**src/rtl/reg_wb_queue_if.sv**
```systemverilog
// Write-back queue bus: producer request handshake plus the register-file
// write port. The queue sits on the slave side; producers and the register
// file together form the master side.
interface reg_wb_queue_if #(
  parameter int DATA_W = 32
);
  logic              req_valid;
  logic              req_ready;
  logic [4:0]        req_rd;
  logic [DATA_W-1:0] req_data;
  logic              wb_hold;
  logic              wb_reg_wr;
  logic [4:0]        wb_rw;
  logic [DATA_W-1:0] wb_busW;

  modport master (
    output req_valid, req_rd, req_data, wb_hold,
    input  req_ready, wb_reg_wr, wb_rw, wb_busW
  );

  modport slave (
    input  req_valid, req_rd, req_data, wb_hold,
    output req_ready, wb_reg_wr, wb_rw, wb_busW
  );
endinterface

```
**src/rtl/reg_wb_queue.sv**
```systemverilog
// reg_wb_queue: DEPTH-entry FIFO of {rd, data} register writes that retires
// at most one entry per cycle into the register file, in push order.
// Optional read-side forwarding of queued data is enabled by defining
// WB_QUEUE_BYPASS_EN; it adds the fwd_* ports.
module reg_wb_queue #(
  parameter int DEPTH  = 4,
  parameter int PTR_W  = 2,
  parameter int DATA_W = 32
) (
  input  logic             clk,
  input  logic             reset,
  input  logic             flush,
  reg_wb_queue_if.slave    bus,
  output logic [PTR_W:0]   count
`ifdef WB_QUEUE_BYPASS_EN
  ,
  input  logic [4:0]        fwd_rs,
  input  logic [4:0]        fwd_rs2,
  output logic              fwd_a_hit,
  output logic [DATA_W-1:0] fwd_a_data,
  output logic              fwd_b_hit,
  output logic [DATA_W-1:0] fwd_b_data
`endif
);

  logic [PTR_W-1:0]  wr_ptr_q, wr_ptr_d;
  logic [PTR_W-1:0]  rd_ptr_q, rd_ptr_d;
  logic [PTR_W:0]    count_q, count_d;
  logic [4:0]        rd_mem_q   [DEPTH];
  logic [4:0]        rd_mem_d   [DEPTH];
  logic [DATA_W-1:0] data_mem_q [DEPTH];
  logic [DATA_W-1:0] data_mem_d [DEPTH];

  logic not_empty;
  logic full;
  logic push;
  logic pop;

  // Handshake and retire decisions; flush blocks both in the same cycle.
  assign not_empty = (count_q != '0);
  assign full      = (count_q == (PTR_W+1)'(DEPTH));
  assign push      = bus.req_valid && !full && !flush;
  assign pop       = not_empty && !bus.wb_hold && !flush;

  assign bus.req_ready = !full && !flush;
  assign bus.wb_reg_wr = pop;
  assign bus.wb_rw     = not_empty ? rd_mem_q[rd_ptr_q]   : '0;
  assign bus.wb_busW   = not_empty ? data_mem_q[rd_ptr_q] : '0;
  assign count         = count_q;

  // Next-state for pointers, occupancy and storage.
  always_comb begin
    wr_ptr_d   = wr_ptr_q;
    rd_ptr_d   = rd_ptr_q;
    count_d    = count_q;
    rd_mem_d   = rd_mem_q;
    data_mem_d = data_mem_q;
    if (flush) begin
      wr_ptr_d = '0;
      rd_ptr_d = '0;
      count_d  = '0;
    end else begin
      if (push) begin
        rd_mem_d[wr_ptr_q]   = bus.req_rd;
        data_mem_d[wr_ptr_q] = bus.req_data;
        wr_ptr_d             = wr_ptr_q + PTR_W'(1);
      end
      if (pop) begin
        rd_ptr_d = rd_ptr_q + PTR_W'(1);
      end
      count_d = count_q + (PTR_W+1)'(push) - (PTR_W+1)'(pop);
    end
  end

  // State registers; reset discards every pending entry.
  always_ff @(posedge clk or negedge reset) begin
    if (!reset) begin
      wr_ptr_q <= '0;
      rd_ptr_q <= '0;
      count_q  <= '0;
      for (int i = 0; i < DEPTH; i++) begin
        rd_mem_q[i]   <= '0;
        data_mem_q[i] <= '0;
      end
    end else begin
      wr_ptr_q   <= wr_ptr_d;
      rd_ptr_q   <= rd_ptr_d;
      count_q    <= count_d;
      rd_mem_q   <= rd_mem_d;
      data_mem_q <= data_mem_d;
    end
  end

`ifdef WB_QUEUE_BYPASS_EN
  logic [PTR_W-1:0] fwd_idx;

  // Forwarding: scan oldest to youngest so the youngest match wins.
  always_comb begin
    fwd_a_hit  = 1'b0;
    fwd_a_data = '0;
    fwd_b_hit  = 1'b0;
    fwd_b_data = '0;
    fwd_idx    = '0;
    for (int k = 0; k < DEPTH; k++) begin
      fwd_idx = rd_ptr_q + PTR_W'(k);
      if (((PTR_W+1)'(k) < count_q) && !flush) begin
        if (rd_mem_q[fwd_idx] == fwd_rs) begin
          fwd_a_hit  = 1'b1;
          fwd_a_data = data_mem_q[fwd_idx];
        end
        if (rd_mem_q[fwd_idx] == fwd_rs2) begin
          fwd_b_hit  = 1'b1;
          fwd_b_data = data_mem_q[fwd_idx];
        end
      end
    end
  end
`endif

endmodule

```
**src/flat_wrapper.sv**
```systemverilog
// flat-port wrapper written by rule: the top's interface ports become plain ports
module reg_wb_queue_flat 
#(
  parameter int DEPTH  = 4,
  parameter int PTR_W  = 2,
  parameter int DATA_W = 32
)
  (clk, reset, flush, count, bus_req_valid, bus_req_rd, bus_req_data, bus_wb_hold, bus_req_ready, bus_wb_reg_wr, bus_wb_rw, bus_wb_busW);
  reg_wb_queue_if #(.DATA_W(DATA_W)) bus_i ();
  input  logic clk;
  input  logic reset;
  input  logic flush;
  output logic [PTR_W:0] count;
  input wire logic [$bits(bus_i.req_valid)-1:0] bus_req_valid;
  input wire logic [$bits(bus_i.req_rd)-1:0] bus_req_rd;
  input wire logic [$bits(bus_i.req_data)-1:0] bus_req_data;
  input wire logic [$bits(bus_i.wb_hold)-1:0] bus_wb_hold;
  output wire logic [$bits(bus_i.req_ready)-1:0] bus_req_ready;
  output wire logic [$bits(bus_i.wb_reg_wr)-1:0] bus_wb_reg_wr;
  output wire logic [$bits(bus_i.wb_rw)-1:0] bus_wb_rw;
  output wire logic [$bits(bus_i.wb_busW)-1:0] bus_wb_busW;
  assign bus_i.req_valid = bus_req_valid;
  assign bus_i.req_rd = bus_req_rd;
  assign bus_i.req_data = bus_req_data;
  assign bus_i.wb_hold = bus_wb_hold;
  assign bus_req_ready = bus_i.req_ready;
  assign bus_wb_reg_wr = bus_i.wb_reg_wr;
  assign bus_wb_rw = bus_i.wb_rw;
  assign bus_wb_busW = bus_i.wb_busW;
  reg_wb_queue #(.DEPTH(DEPTH), .PTR_W(PTR_W), .DATA_W(DATA_W)) u_core (.clk(clk), .reset(reset), .flush(flush), .bus(bus_i), .count(count));
endmodule
```
**config.mk**
```make
export PLATFORM = sky130hd
export DESIGN_NAME = reg_wb_queue_flat
export DESIGN_NICKNAME = d
export VERILOG_FILES = /design/src/rtl/reg_wb_queue_if.sv /design/src/rtl/reg_wb_queue.sv /design/src/flat_wrapper.sv
export SDC_FILE = /design/constraint.sdc
export NUM_CORES = 1
export LEC_CHECK = 0
export CORE_AREA = 5 5 117 119
export DETAILED_ROUTE_END_ITERATION = 8
export DIE_AREA = 0 0 122 124
export DONT_BUFFER_PORTS = 1
export PLACE_DENSITY = 0.74
export SETUP_SLACK_MARGIN = 0.05
export SLEW_MARGIN = 20
export SYNTH_ARGS = -nofsm -noshare
export SYNTH_HDL_FRONTEND = slang
export SYNTH_SLANG_ARGS = --single-unit
export TNS_END_PERCENT = 1
```
**constraint.sdc**
```tcl
create_clock -name clk -period 3.4 [get_ports clk]
set_input_delay 0.17 -clock clk [delete_from_list [all_inputs] [get_ports clk]]
set_output_delay 0.17 -clock clk [all_outputs]
set_load 0.02 [all_outputs]
```
# Word-level counts from Yosys, hierarchy flattened
# Cells that the tools add are included.
dict set report word_totals {
  input_bits 42
  out_inout_bits 42
  regBits 155
  wordCells 54
}
dict set report op_classes {
  n_lt_le_gt_ge 3
  n_bitwise 3
  add_sub_neg 4
  n_reduce_logical 13
  mux 19
  eq_ne 1
}
# op n
set op_table {}
lappend op_table {{bitwise mux 128 bit} 1}
lappend op_table {{two-way mux 32 bit} 4}
lappend op_table {{binary-select mux 32 bit (select 2 bit)} 1}
lappend op_table {{demux 32 bit (select 2 bit)} 1}
lappend op_table {{bitwise mux 20 bit} 1}
lappend op_table {{two-way mux 5 bit} 4}
lappend op_table {{binary-select mux 5 bit (select 2 bit)} 1}
lappend op_table {{demux 5 bit (select 2 bit)} 1}
lappend op_table {{two-way mux 2 bit} 4}
lappend op_table {{greater-or-equal comparator 3 bit (second input constant)} 2}
lappend op_table {{logical AND 1 bit} 6}
lappend op_table {{NOT 2 -> 3 bit} 2}
lappend op_table {{adder 2 x 1 -> 2 bit (second input constant)} 2}
lappend op_table {{nonzero test 2 bit} 2}
lappend op_table {{adder 3 x 1 -> 3 bit} 1}
lappend op_table {{== test 3 bit (second input constant)} 1}
lappend op_table {{logical NOT 1 bit} 3}
lappend op_table {{less-than comparator 3 x 1 -> 1 bit (second input constant)} 1}
lappend op_table {{two-way mux 3 bit} 1}
lappend op_table {{nonzero test 3 bit} 1}
lappend op_table {{subtractor 3 x 1 -> 3 bit} 1}
lappend op_table {{AND reduction 2 bit} 1}
lappend op_table {{NOT 1 bit} 1}

# Longest topological paths before layout
# Gate-level depths: netlist of run 1.
dict set report depth {
  word_depth 7
  depth_mapped 11
}

# Worst setup path after synthesis of run 1
# No wires, ideal clock.
dict set report synth_timing {
  path_kind {register to register}
  start {register u_core.count_q[1], in the netlist u_core.count[1]}
  end {register u_core.count_q[2], in the netlist u_core.count[2]}
  t_arrival_ns 2.738
  stages_incl_launch_ff 12
  slack_ns 0.575
  path_buffers 1
  setup_time_ns 0.086
  synth_period_minus_slack_ns 2.825
  path_cell_list {dfrtp_1 > nor3_1 > clkbuf_1 > nor3_1 > ha_1 > inv_1 > ha_1 > inv_1 > fa_1 > xor2_1 > and2_1 > nor3_1}
}
dict set report synth_via {
  elab_cells_between_ends 10
  classes_between {add/sub: 2; eq/ne: 1; mux: 1; reduce/logical: 6}
}
# item line_no
set synth_rtl {}
lappend synth_rtl {{start: declaration} reg_wb_queue.sv:28} ;# logic [PTR_W:0] count_q, count_d;
lappend synth_rtl {{start signal: assignment} reg_wb_queue.sv:88} ;# count_q <= count_d;
lappend synth_rtl {{nonzero test 3 bit} reg_wb_queue.sv:40} ;# assign not_empty = (count_q != '0);
lappend synth_rtl {{logical AND 1 bit (2 in a row)} reg_wb_queue.sv:43} ;# assign pop = not_empty && !bus.wb_hold && !flush;
lappend synth_rtl {{net bus_wb_reg_wr} flat_wrapper.sv:19} ;# output wire logic [$bits(bus_i.wb_reg_wr)-1:0] bus_wb_reg_wr;
lappend synth_rtl {{subtractor 3 x 1 -> 3 bit} reg_wb_queue.sv:71} ;# count_d = count_q + (PTR_W+1)'(push) - (PTR_W+1)'(pop);
lappend synth_rtl {{two-way mux 3 bit} reg_wb_queue.sv:58} ;# if (flush) begin
lappend synth_rtl {{net u_core.count_d[2]} reg_wb_queue.sv:28}
# The timed path passes the listed nets, and every way through them passes these cells.
# A chain may end at the register's enable or synchronous reset.

# Worst setup path after layout of run 1
dict set report layout_timing {
  start {register u_core.rd_ptr_q[0]}
  end {output bus_wb_busW[18]}
}
dict set report layout_via {
  elab_chain_cells 5
}
# item line_no
set layout_lines {}
lappend layout_lines {{start: declaration} reg_wb_queue.sv:27} ;# logic [PTR_W-1:0] rd_ptr_q, rd_ptr_d;
lappend layout_lines {{start signal: assignment} reg_wb_queue.sv:87} ;# rd_ptr_q <= rd_ptr_d;
lappend layout_lines {{NOT 2 -> 3 bit (implied by the code)} reg_wb_queue.sv:48} ;# assign bus.wb_busW = not_empty ? data_mem_q[rd_ptr_q] : '0;
lappend layout_lines {{binary-select mux 32 bit (select 2 bit)} reg_wb_queue.sv:48}
lappend layout_lines {{two-way mux 32 bit (implied by the code) (2 in a row)} reg_wb_queue.sv:48}
lappend layout_lines {{two-way mux 32 bit} reg_wb_queue.sv:48}
lappend layout_lines {{end: declaration} flat_wrapper.sv:21} ;# output wire logic [$bits(bus_i.wb_busW)-1:0] bus_wb_busW;
# Every way passes these cells. The select of a mux whose other input is x is not followed.

==> results of run 1 <==
-- per-stage QoR --
| stage | power [µW] | area, µm² |
|---|---|---|
| final | 7690 | 8480 |
| after CTS | 7760 | 8480 |
| after global placement | 5560 | 7440 |
| after detailed placement | 5680 | 7440 |
| after global routing | 8110 | 8480 |
| after floorplan | 5210 | 7370 |
-- synthesized netlist by cell type --
master / count
o21ai_0: 2
clkbuf_1: 8
nand3_2: 2
nand2b_1: 1
or3b_1: 1
or3_1: 2
and3_1: 2
a21oi_1: 4
mux2_2: 88
nor2b_1: 40
nor3_1: 3
mux4_2: 37
nand3_1: 2
buf_1: 1
inv_1: 5
a21o_1: 2
buf_12: 6
buf_2: 11
xor2_1: 1
mux2_4: 60
buf_6: 3
dfrtp_1: 155
fa_1: 1
ha_1: 6
nor2_1: 2
and2_1: 2
-- worst paths after layout --
kind                                              startpoint                            endpoint  slack [ns]
min                                                    reset  u_core.data_mem_q[119]$_DFFE_PN0P_       -0.55
max reg2reg                        u_core.count[1]$_DFF_PN0_     u_core.rd_mem_q[10]$_DFFE_PN0P_        0.97
min in group clk                                 bus_wb_hold      u_core.rd_ptr_q[1]$_DFFE_PN0P_        0.04
max in group asynchronous                              reset      u_core.rd_ptr_q[0]$_DFFE_PN0P_        3.63
min reg2reg                u_core.data_mem_q[34]$_DFFE_PN0P_   u_core.data_mem_q[34]$_DFFE_PN0P_        0.50
max                           u_core.rd_ptr_q[0]$_DFFE_PN0P_                     bus_wb_busW[18]        0.83
-- kinds of logic (layout without fill, tap and decap cells) --
family	after synthesis	after routing
AO/OA/AOI/OAI	8	8
multiplexers	185	185
XOR/XNOR	1	1
flip-flops	155	155
buffers and inverters	34	86
adder cells (fa/ha/maj)	7	7
AND/OR/NAND/NOR	57	57
-- per-layer routing --
layer	vias up	global-route usage, %
li1	1698	-
met1	2013	27.6
met2	79	32.4
met3	16	5.90
met4	0	8.19
met5	-	0
-- worst register-to-register path, stage by stage (launching register included) --
cell and delay [ns]:
dfrtp_1 0.56, or3b_1 0.38, and3_2 0.65, buf_4 0.36, mux2_2 0.36
-- flip-flops by register name, indices dropped and copies added (netlist names) --
signal             cells
u_core.wr_ptr_q        2
u_core.rd_mem_q       20
u_core.rd_ptr_q        2
u_core.data_mem_q    128
u_core.count           3
-- layout make-up --
type | instances | area, µm²
Clock buffer | 26 | 529
Clock inverter | 6 | 105
Fill cell | 863 | 3990
Inverter | 5 | 18.8
Multi-Input combinational cell | 258 | 3240
Sequential cell | 155 | 3880
Tap cell | 172 | 215
Timing Repair Buffer | 49 | 493
-- where the power goes --
group / internal, µW / leakage [µW] / switching, µW
Clock: 1290 / 0.000316 / 715
Sequential: 2650 / 0.00195 / 512
Combinational: 1460 / 0.00143 / 1070
Total: 5400 / 0.00369 / 2290
==> results.json, run 1 <==
{
  "outcome": "finished with violations",
  "violations": "negative hold slack",
  "cp_slowest_cell": "dfrtp_2",
  "drive_above_1_share_pct": 46.3,
  "rsz0062_at_grt": "no",
  "finish.utilization_pct": 68.0,
  "cp.depth": 3,
  "cts_buffer_depth": 2,
  "grt_pass1_vias": 4454,
  "htree_levels": 4,
  "power_leakage_uw": 0.00369,
  "area_growth_pct": 15.1,
  "path_class": "reg2out",
  "syn_avg_cell_area_um2": 16.5,
  "portBuffers": 0,
  "postRouteAntennaNets": 0,
  "fmax_mhz": 390,
  "cp.arrival_ns": 2.40,
  "hold_buffers": 40,
  "crit_path_max_fanout": 20,
  "fin_crit_ns": 2.57,
  "fp.dieW_um": 122,
  "setup_ws_ns": 0.833,
  "synthAdderAreaFrac_pct": 1.29,
  "finalHoldViolations": 155,
  "cts_tree": "built",
  "route.detailed.drc": 0,
  "syn-num-nets": 496,
  "cts.sinks": 155,
  "finalSetupViolCount": 0,
  "cts_made_buffers": 17,
  "vias": 3806,
  "viasPerCell": 5.67,
  "grt_use_total_pct": 20.7,
  "critPathLaunchType": "flip-flop",
  "slew_viol_final": 0,
  "die_h_um": 124,
  "slowest_delay_ns": 0.80,
  "die-area_um2": 15100,
  "layout_commonest_cell": "dfrtp_1",
  "hold_class": "in2async",
  "clk_pin_slew_worst_paths_ns": 0.06,
  "synth_top_area_share_pct": 52.6,
  "top_layer": "met4",
  "cts_resized": 0,
  "boundaryPins": 84,
  "crit_required_ns": 3.23,
  "synth_xor_area_share_pct": 0.119,
  "post-route-period-util_pct": 75.5,
  "totalWireLength_um": 14200,
  "worst_setup_path_end_kind": "primary output",
  "stdcell_count": 671,
  "r2r_cells": 4,
  "synth_top_cells_by_area": "dfrtp_1 (53%), mux2_2 (13%), mux2_4 (12%)",
  "layout.nets": 535,
  "worst-path-buf-inv": 1,
  "antenna_found_initial": 0,
  "first_pass_iters": 4,
  "critPathTopFamily": "flip-flops",
  "start_util_pct": 59.1,
  "diodes": 0,
  "avgRoutedWirePerCell_um": 21.1,
  "overflow": 0,
  "most-common-layout-cells": "dfrtp_1 (153), mux2_2 (88), mux2_4 (60)",
  "peakVddDrop_uv": 734,
  "holdWs_ns": -0.553,
  "place.gp.congestion": 0.722,
  "ys_warn_count": 0,
  "fin_tns_setup_ns": 0,
  "relSlewSlack_pct": 33.8,
  "dr_wl_met2_um": 6870,
  "yosysTopAreaCell": "dfrtp_1",
  "drt_iter0_drc": 224,
  "dp_hpwl_um": 8610,
  "clockRootBuffer": "clkbuf_16",
  "clock_latency_ns": 0.42,
  "worstPathCellList": "buf_4 -> mux4_2 -> nor2b_1",
  "worst_pin_slew_ns": 0.993,
  "maxCapViolCount": 0,
  "ys_ff_latch": 155,
  "grt_max_degree": 156,
  "dpl_worst_slack_ns": 0.982,
  "synth.distinct_cells": 26,
  "m1WireLength_um": 6330,
  "place_inst": 599,
  "finClkSkew_ns": 0.00649,
  "grt_pass1_wl_um": 23600,
  "coreArea_um2": 12500,
  "synthCells": 447,
  "rows": 41,
  "synth-simple-area-share_pct": 4.82,
  "powerDensity_nw_per_um2": 907,
  "synth-compound-area-share_pct": 0.611,
  "synth_seq_area_share_pct": 52.6,
  "postCtsSetupBuffers": 0,
  "dr_wl_met3_um": 726,
  "syn_area_um2": 7370,
  "synth_mux_area_share_pct": 37.0,
  "synth_top_family_by_area": "multiplexers"
}
Power figures use the tool's default switching activity.
==> run 2, diff against run 1 <==
==> constraint.sdc (replaced) <==
create_clock -name clk -period 2.7 [get_ports clk]
set_input_delay 0.135 -clock clk [delete_from_list [all_inputs] [get_ports clk]]
set_output_delay 0.135 -clock clk [all_outputs]
set_load 0.02 [all_outputs]
==> results.json, run 2 (synthesis results as in run 1) <==
{
  "outcome": "finished with violations",
  "violations": "negative hold slack",
  "finalSetupViolCount": 0,
  "hold_class": "in2async",
  "largest_register_ffs": 128,
  "total_power_uw": 9610,
  "top_register": "u_core.data_mem_q",
  "layout_commonest_cell": "dfrtp_1",
  "die_h_um": 124,
  "htree_levels": 4,
  "antenna_found_initial": 0,
  "timing.rr.end": "u_core.count[2]$_DFF_PN0_",
  "crit_required_ns": 2.57,
  "place_inst": 601,
  "rows": 41,
  "hold_buffers": 41,
  "fin_crit_ns": 2.42,
  "vias": 3858,
  "place.gp.congestion": 0.708,
  "portBuffers": 0,
  "cts_tree": "built",
  "worstPathCellList": "mux4_2 -> nor2b_1",
  "worst_setup_path_end_kind": "primary output",
  "totalWireLength_um": 14100,
  "dp_hpwl_um": 8230,
  "slowest_delay_ns": 1.08,
  "worst_pin_slew_ns": 1.07,
  "layout.nets": 538,
  "route.detailed.drc": 0,
  "stdcell_count": 673,
  "grt_pass1_vias": 4385,
  "slew_viol_final": 0,
  "peakVddDrop_uv": 747,
  "diodes": 0,
  "clk_pin_slew_worst_paths_ns": 0.06,
  "cp.arrival_ns": 2.29,
  "critPathLaunchType": "flip-flop",
  "crit_path_max_fanout": 39,
  "die-area_um2": 15100,
  "first_pass_iters": 4,
  "cts_made_buffers": 17,
  "r2r_cells": 10,
  "area_growth_pct": 15.5,
  "powerDensity_nw_per_um2": 1130,
  "power_leakage_uw": 0.00370,
  "viasPerCell": 5.73,
  "avgRoutedWirePerCell_um": 20.9,
  "most-common-layout-cells": "dfrtp_1 (153), mux2_2 (88), mux2_4 (60)",
  "fmax_mhz": 413,
  "fin_tns_setup_ns": 0,
  "clock_latency_ns": 0.42,
  "r2r_start": "u_core.count[1]$_DFF_PN0_",
  "relSlewSlack_pct": 28.5,
  "finClkSkew_ns": 0.0124,
  "startpoint": "u_core.rd_ptr_q[1]$_DFFE_PN0P_",
  "post-route-period-util_pct": 89.6,
  "fp.dieW_um": 122,
  "start_util_pct": 59.1,
  "postRouteAntennaNets": 0,
  "drive_above_1_share_pct": 46.7,
  "grt_pass1_wl_um": 23300,
  "grt_max_degree": 156,
  "finalHoldViolations": 155,
  "boundaryPins": 84,
  "rsz0062_at_grt": "no",
  "r2r_setup_slack_ns": 0.38,
  "cp_slowest_cell": "dfrtp_2",
  "path_class": "reg2out",
  "overflow": 0,
  "drt_iter0_drc": 279,
  "clockRootBuffer": "clkbuf_16",
  "grt_use_total_pct": 20.4,
  "setup.worst_path.end": "bus_wb_busW[17]",
  "postCtsSetupBuffers": 0,
  "cts_buffer_depth": 2,
  "holdWs_ns": -0.589,
  "cts.sinks": 155,
  "maxCapViolCount": 0,
  "coreArea_um2": 12500,
  "finish.utilization_pct": 68.3
}
## run 2: cell count changes in the layout (fill, tap and decap cells not counted)
cell,delta
bufinv_16,-1
nor3_4,+1
buf_12,+2
clkbuf_1,-1
nor3_1,-1
dlygate4sd3_1,+1
clkinvlp_4,+1
## run 2: area by class of cell
cell class                 instances  area (µm²)
clock buffer                      25         526
fill                             856        3950
inverter                           5        18.8
clock inverter                     6        82.6
sequential                       155        3880
tap                              172         215
timing repair buffer              52         543
multi-input combinational        258        3250
## run 2: stage by stage
step                cell area, µm²  worst slack (ns)
finish                        8510             0.280
global placement              7500             0.494
detailed placement            7500             0.382
global route                  8510             0.146
CTS                           8510             0.254
floorplan                     7380            0.0941
## run 2: how the worst min path moves through the flow
stage	start	end	slack (ns)	cells past startpoint
after global placement	reset	u_core.data_mem_q[13]$_DFFE_PN0P_	-0.15	0
final	reset	u_core.data_mem_q[75]$_DFFE_PN0P_	-0.59	0
after CTS	reset	u_core.data_mem_q[77]$_DFFE_PN0P_	-0.60	0
after global routing	reset	u_core.data_mem_q[107]$_DFFE_PN0P_	-0.62	0
after detailed placement	reset	u_core.data_mem_q[77]$_DFFE_PN0P_	-0.15	0
after floorplan	reset	u_core.count[0]$_DFF_PN0_	-0.16	0
## run 2: report_power, final
group	internal, µW	leakage [µW]	switching [µW]
Sequential	3330	0.00195	610
Combinational	1880	0.00145	1380
Clock	1520	0.000301	883
## run 2: metal layers
metal / global-route usage, % / vias to the layer above / wire length, µm
met3: 6.31 / 18 / 723
li1: - / 1703 / -
met1: 27.3 / 2055 / 6310
met5: 0 / - / 0
met2: 32.1 / 82 / 6830
met4: 6.86 / 0 / 196
## run 2: worst max-delay path: cells and delay by family (launching register included)
kind | cells | cell delay, ns
DFF | 1 | 1.08
muxes | 1 | 0.36
and+or+nand+nor | 1 | 0.43
## run 2: timing repair
item / 4_1_cts / 5_1_grt
endpoints found under the hold margin: 310 / 155
gates resized for setup: 0 / 0
endpoints found under the setup margin: 0 / 0
==> run 3, diff against run 2 <==
--- a/config.mk
+++ b/config.mk
@@ -5,11 +5,11 @@
 export SDC_FILE = /design/constraint.sdc
 export NUM_CORES = 1
 export LEC_CHECK = 0
-export CORE_AREA = 5 5 117 119
+export CORE_AREA = 5 5 142 144
 export DETAILED_ROUTE_END_ITERATION = 8
-export DIE_AREA = 0 0 122 124
+export DIE_AREA = 0 0 147 149
 export DONT_BUFFER_PORTS = 1
-export PLACE_DENSITY = 0.74
+export PLACE_DENSITY = 0.53
 export SETUP_SLACK_MARGIN = 0.05
 export SLEW_MARGIN = 20
 export SYNTH_ARGS = -nofsm -noshare
==> results.json, run 3 (synthesis results as in run 1) <==
{
  "fin_crit_ns": 2.41,
  "hold_buffers": 41,
  "grt_max_degree": 156,
  "finClkSkew_ns": 0.0131,
  "pwr-share-seq_pct": 41.0,
  "top_register": "u_core.data_mem_q",
  "first_pass_iters": 6,
  "postRouteAntennaNets": 0,
  "power_leakage_uw": 0.00369,
  "htree_levels": 4,
  "maxCapViolCount": 0,
  "postCtsSetupBuffers": 0,
  "overflow": 0,
  "route.detailed.drc": 0,
  "worst_pin_slew_ns": 0.846,
  "vias": 3832,
  "largest_register_ffs": 128,
  "clkPwrFrac_pct": 26.4,
  "viasPerCell": 5.21,
  "finalHoldViolations": 155,
  "grt_pass1_wl_um": 25000,
  "hold_class": "in2async",
  "die_h_um": 149,
  "outcome": "finished with violations",
  "layout_commonest_cell": "dfrtp_1",
  "total_power_uw": 9770,
  "rows": 50,
  "crit_required_ns": 2.57,
  "cts_made_buffers": 17,
  "fmax_mhz": 414,
  "p_int_uw": 6820,
  "portBuffers": 0,
  "layout.nets": 539,
  "avgRoutedWirePerCell_um": 21.0,
  "p_sw_uw": 2950,
  "grt_use_total_pct": 14.8,
  "relSlewSlack_pct": 43.6,
  "violations": "negative hold slack",
  "die-area_um2": 21900,
  "cts_buffer_depth": 2,
  "worst_setup_path_end_kind": "primary output",
  "finish.utilization_pct": 46.3,
  "rsz0062_at_grt": "no",
  "place_inst": 664,
  "r2r_cells": 10,
  "path_class": "reg2out",
  "diodes": 0,
  "peakVddDrop_uv": 889,
  "drt_iter0_drc": 180,
  "boundaryPins": 84,
  "cts_tree": "built",
  "drive_above_1_share_pct": 46.5,
  "grt_pass1_vias": 4308,
  "swShare_pct": 30.2,
  "crit_path_max_fanout": 40,
  "clockRootBuffer": "clkbuf_16",
  "antenna_found_initial": 1,
  "critPathLaunchType": "flip-flop",
  "place.gp.congestion": 0.673,
  "dp_hpwl_um": 9170,
  "area_growth_pct": 16.7,
  "cts.sinks": 155,
  "combinationalPowerShare_pct": 32.6,
  "stdcell_count": 735,
  "coreArea_um2": 18600,
  "cp.arrival_ns": 2.28,
  "most-common-layout-cells": "dfrtp_1 (153), mux2_2 (88), mux2_4 (60)",
  "holdWs_ns": -0.590,
  "start_util_pct": 39.7,
  "fin_tns_setup_ns": 0,
  "slew_viol_final": 0,
  "finalSetupViolCount": 0,
  "clk_pin_slew_worst_paths_ns": 0.06,
  "powerDensity_nw_per_um2": 1140,
  "totalWireLength_um": 15400,
  "fp.dieW_um": 147,
  "clock_latency_ns": 0.42,
  "post-route-period-util_pct": 89.4
}
run 3: changes by cell type in the layout (fill, tap and decap cells not counted), sizes merged:
cell	delta
inv	+1
clkinv	-1
clkinvlp	+2
bufinv	+3
buf	+1
clkbuf	-6
run 3: worst paths after layout:
check / startpoint / endpoint / slack [ns]
setup / recovery: u_core.rd_ptr_q[0]$_DFFE_PN0P_ / bus_wb_rw[4] / 0.29
hold / removal: reset / u_core.data_mem_q[42]$_DFFE_PN0P_ / -0.59
setup reg to reg: u_core.count[1]$_DFF_PN0_ / u_core.count[2]$_DFF_PN0_ / 0.41
hold reg to reg: u_core.data_mem_q[38]$_DFFE_PN0P_ / u_core.data_mem_q[38]$_DFFE_PN0P_ / 0.50
max in group asynchronous: reset / u_core.rd_ptr_q[0]$_DFFE_PN0P_ / 3.05
min in group clk: flush / u_core.count[0]$_DFF_PN0_ / 0.34
run 3: cell type report:
| cell class | count | area (µm²) |
|---|---|---|
| Clock inverter | 11 | 195 |
| Inverter | 5 | 18.8 |
| Timing Repair Buffer | 53 | 526 |
| Tap cell | 234 | 293 |
| Multi-Input combinational cell | 258 | 3250 |
| Sequential cell | 155 | 3880 |
| Clock buffer | 19 | 433 |
| Fill cell | 1612 | 9980 |
run 3: what timing repair did:
action,4_1_cts,5_1_grt
resized for setup,0,0
endpoints found under the setup margin,0,0
endpoints found under the hold margin,310,155
run 3: metrics by stage:
stage	worst slack [ns]	instance area (µm²)	hold slack [ns]
2_1_floorplan	0.0941	7380	-0.161
3_3_place_gp	0.487	7560	-0.151
3_5_place_dp	0.431	7560	-0.149
4_1_cts	0.197	8600	-0.606
5_1_grt	0.103	8600	-0.617
6_report	0.287	8600	-0.590
run 3: per-layer routing:
layer / share of wire [%] / vias to the layer above / track usage (%)
met2: 49 / 62 / 23.9
met4: 0.85 / 2 / 3.45
li1: - / 1706 / -
met5: 0.084 / - / 0
met1: 46 / 2049 / 19.6
met3: 4.3 / 13 / 4.74
run 3: power by group through the flow:
stage               Clock [µW]  Sequential, µW  Combinational [µW]
floorplan                    0            3710                2860
global placement             0            4000                3090
detailed placement           0            4050                3170
CTS                       2640            4020                3260
global route              2730            4160                3430
finish                    2580            4010                3180
run 3: worst max-delay path, stage by stage, from the launching register on:
cell	delay, ns
dfrtp_4	0.99
mux4_2	0.63
nor2b_1	0.23
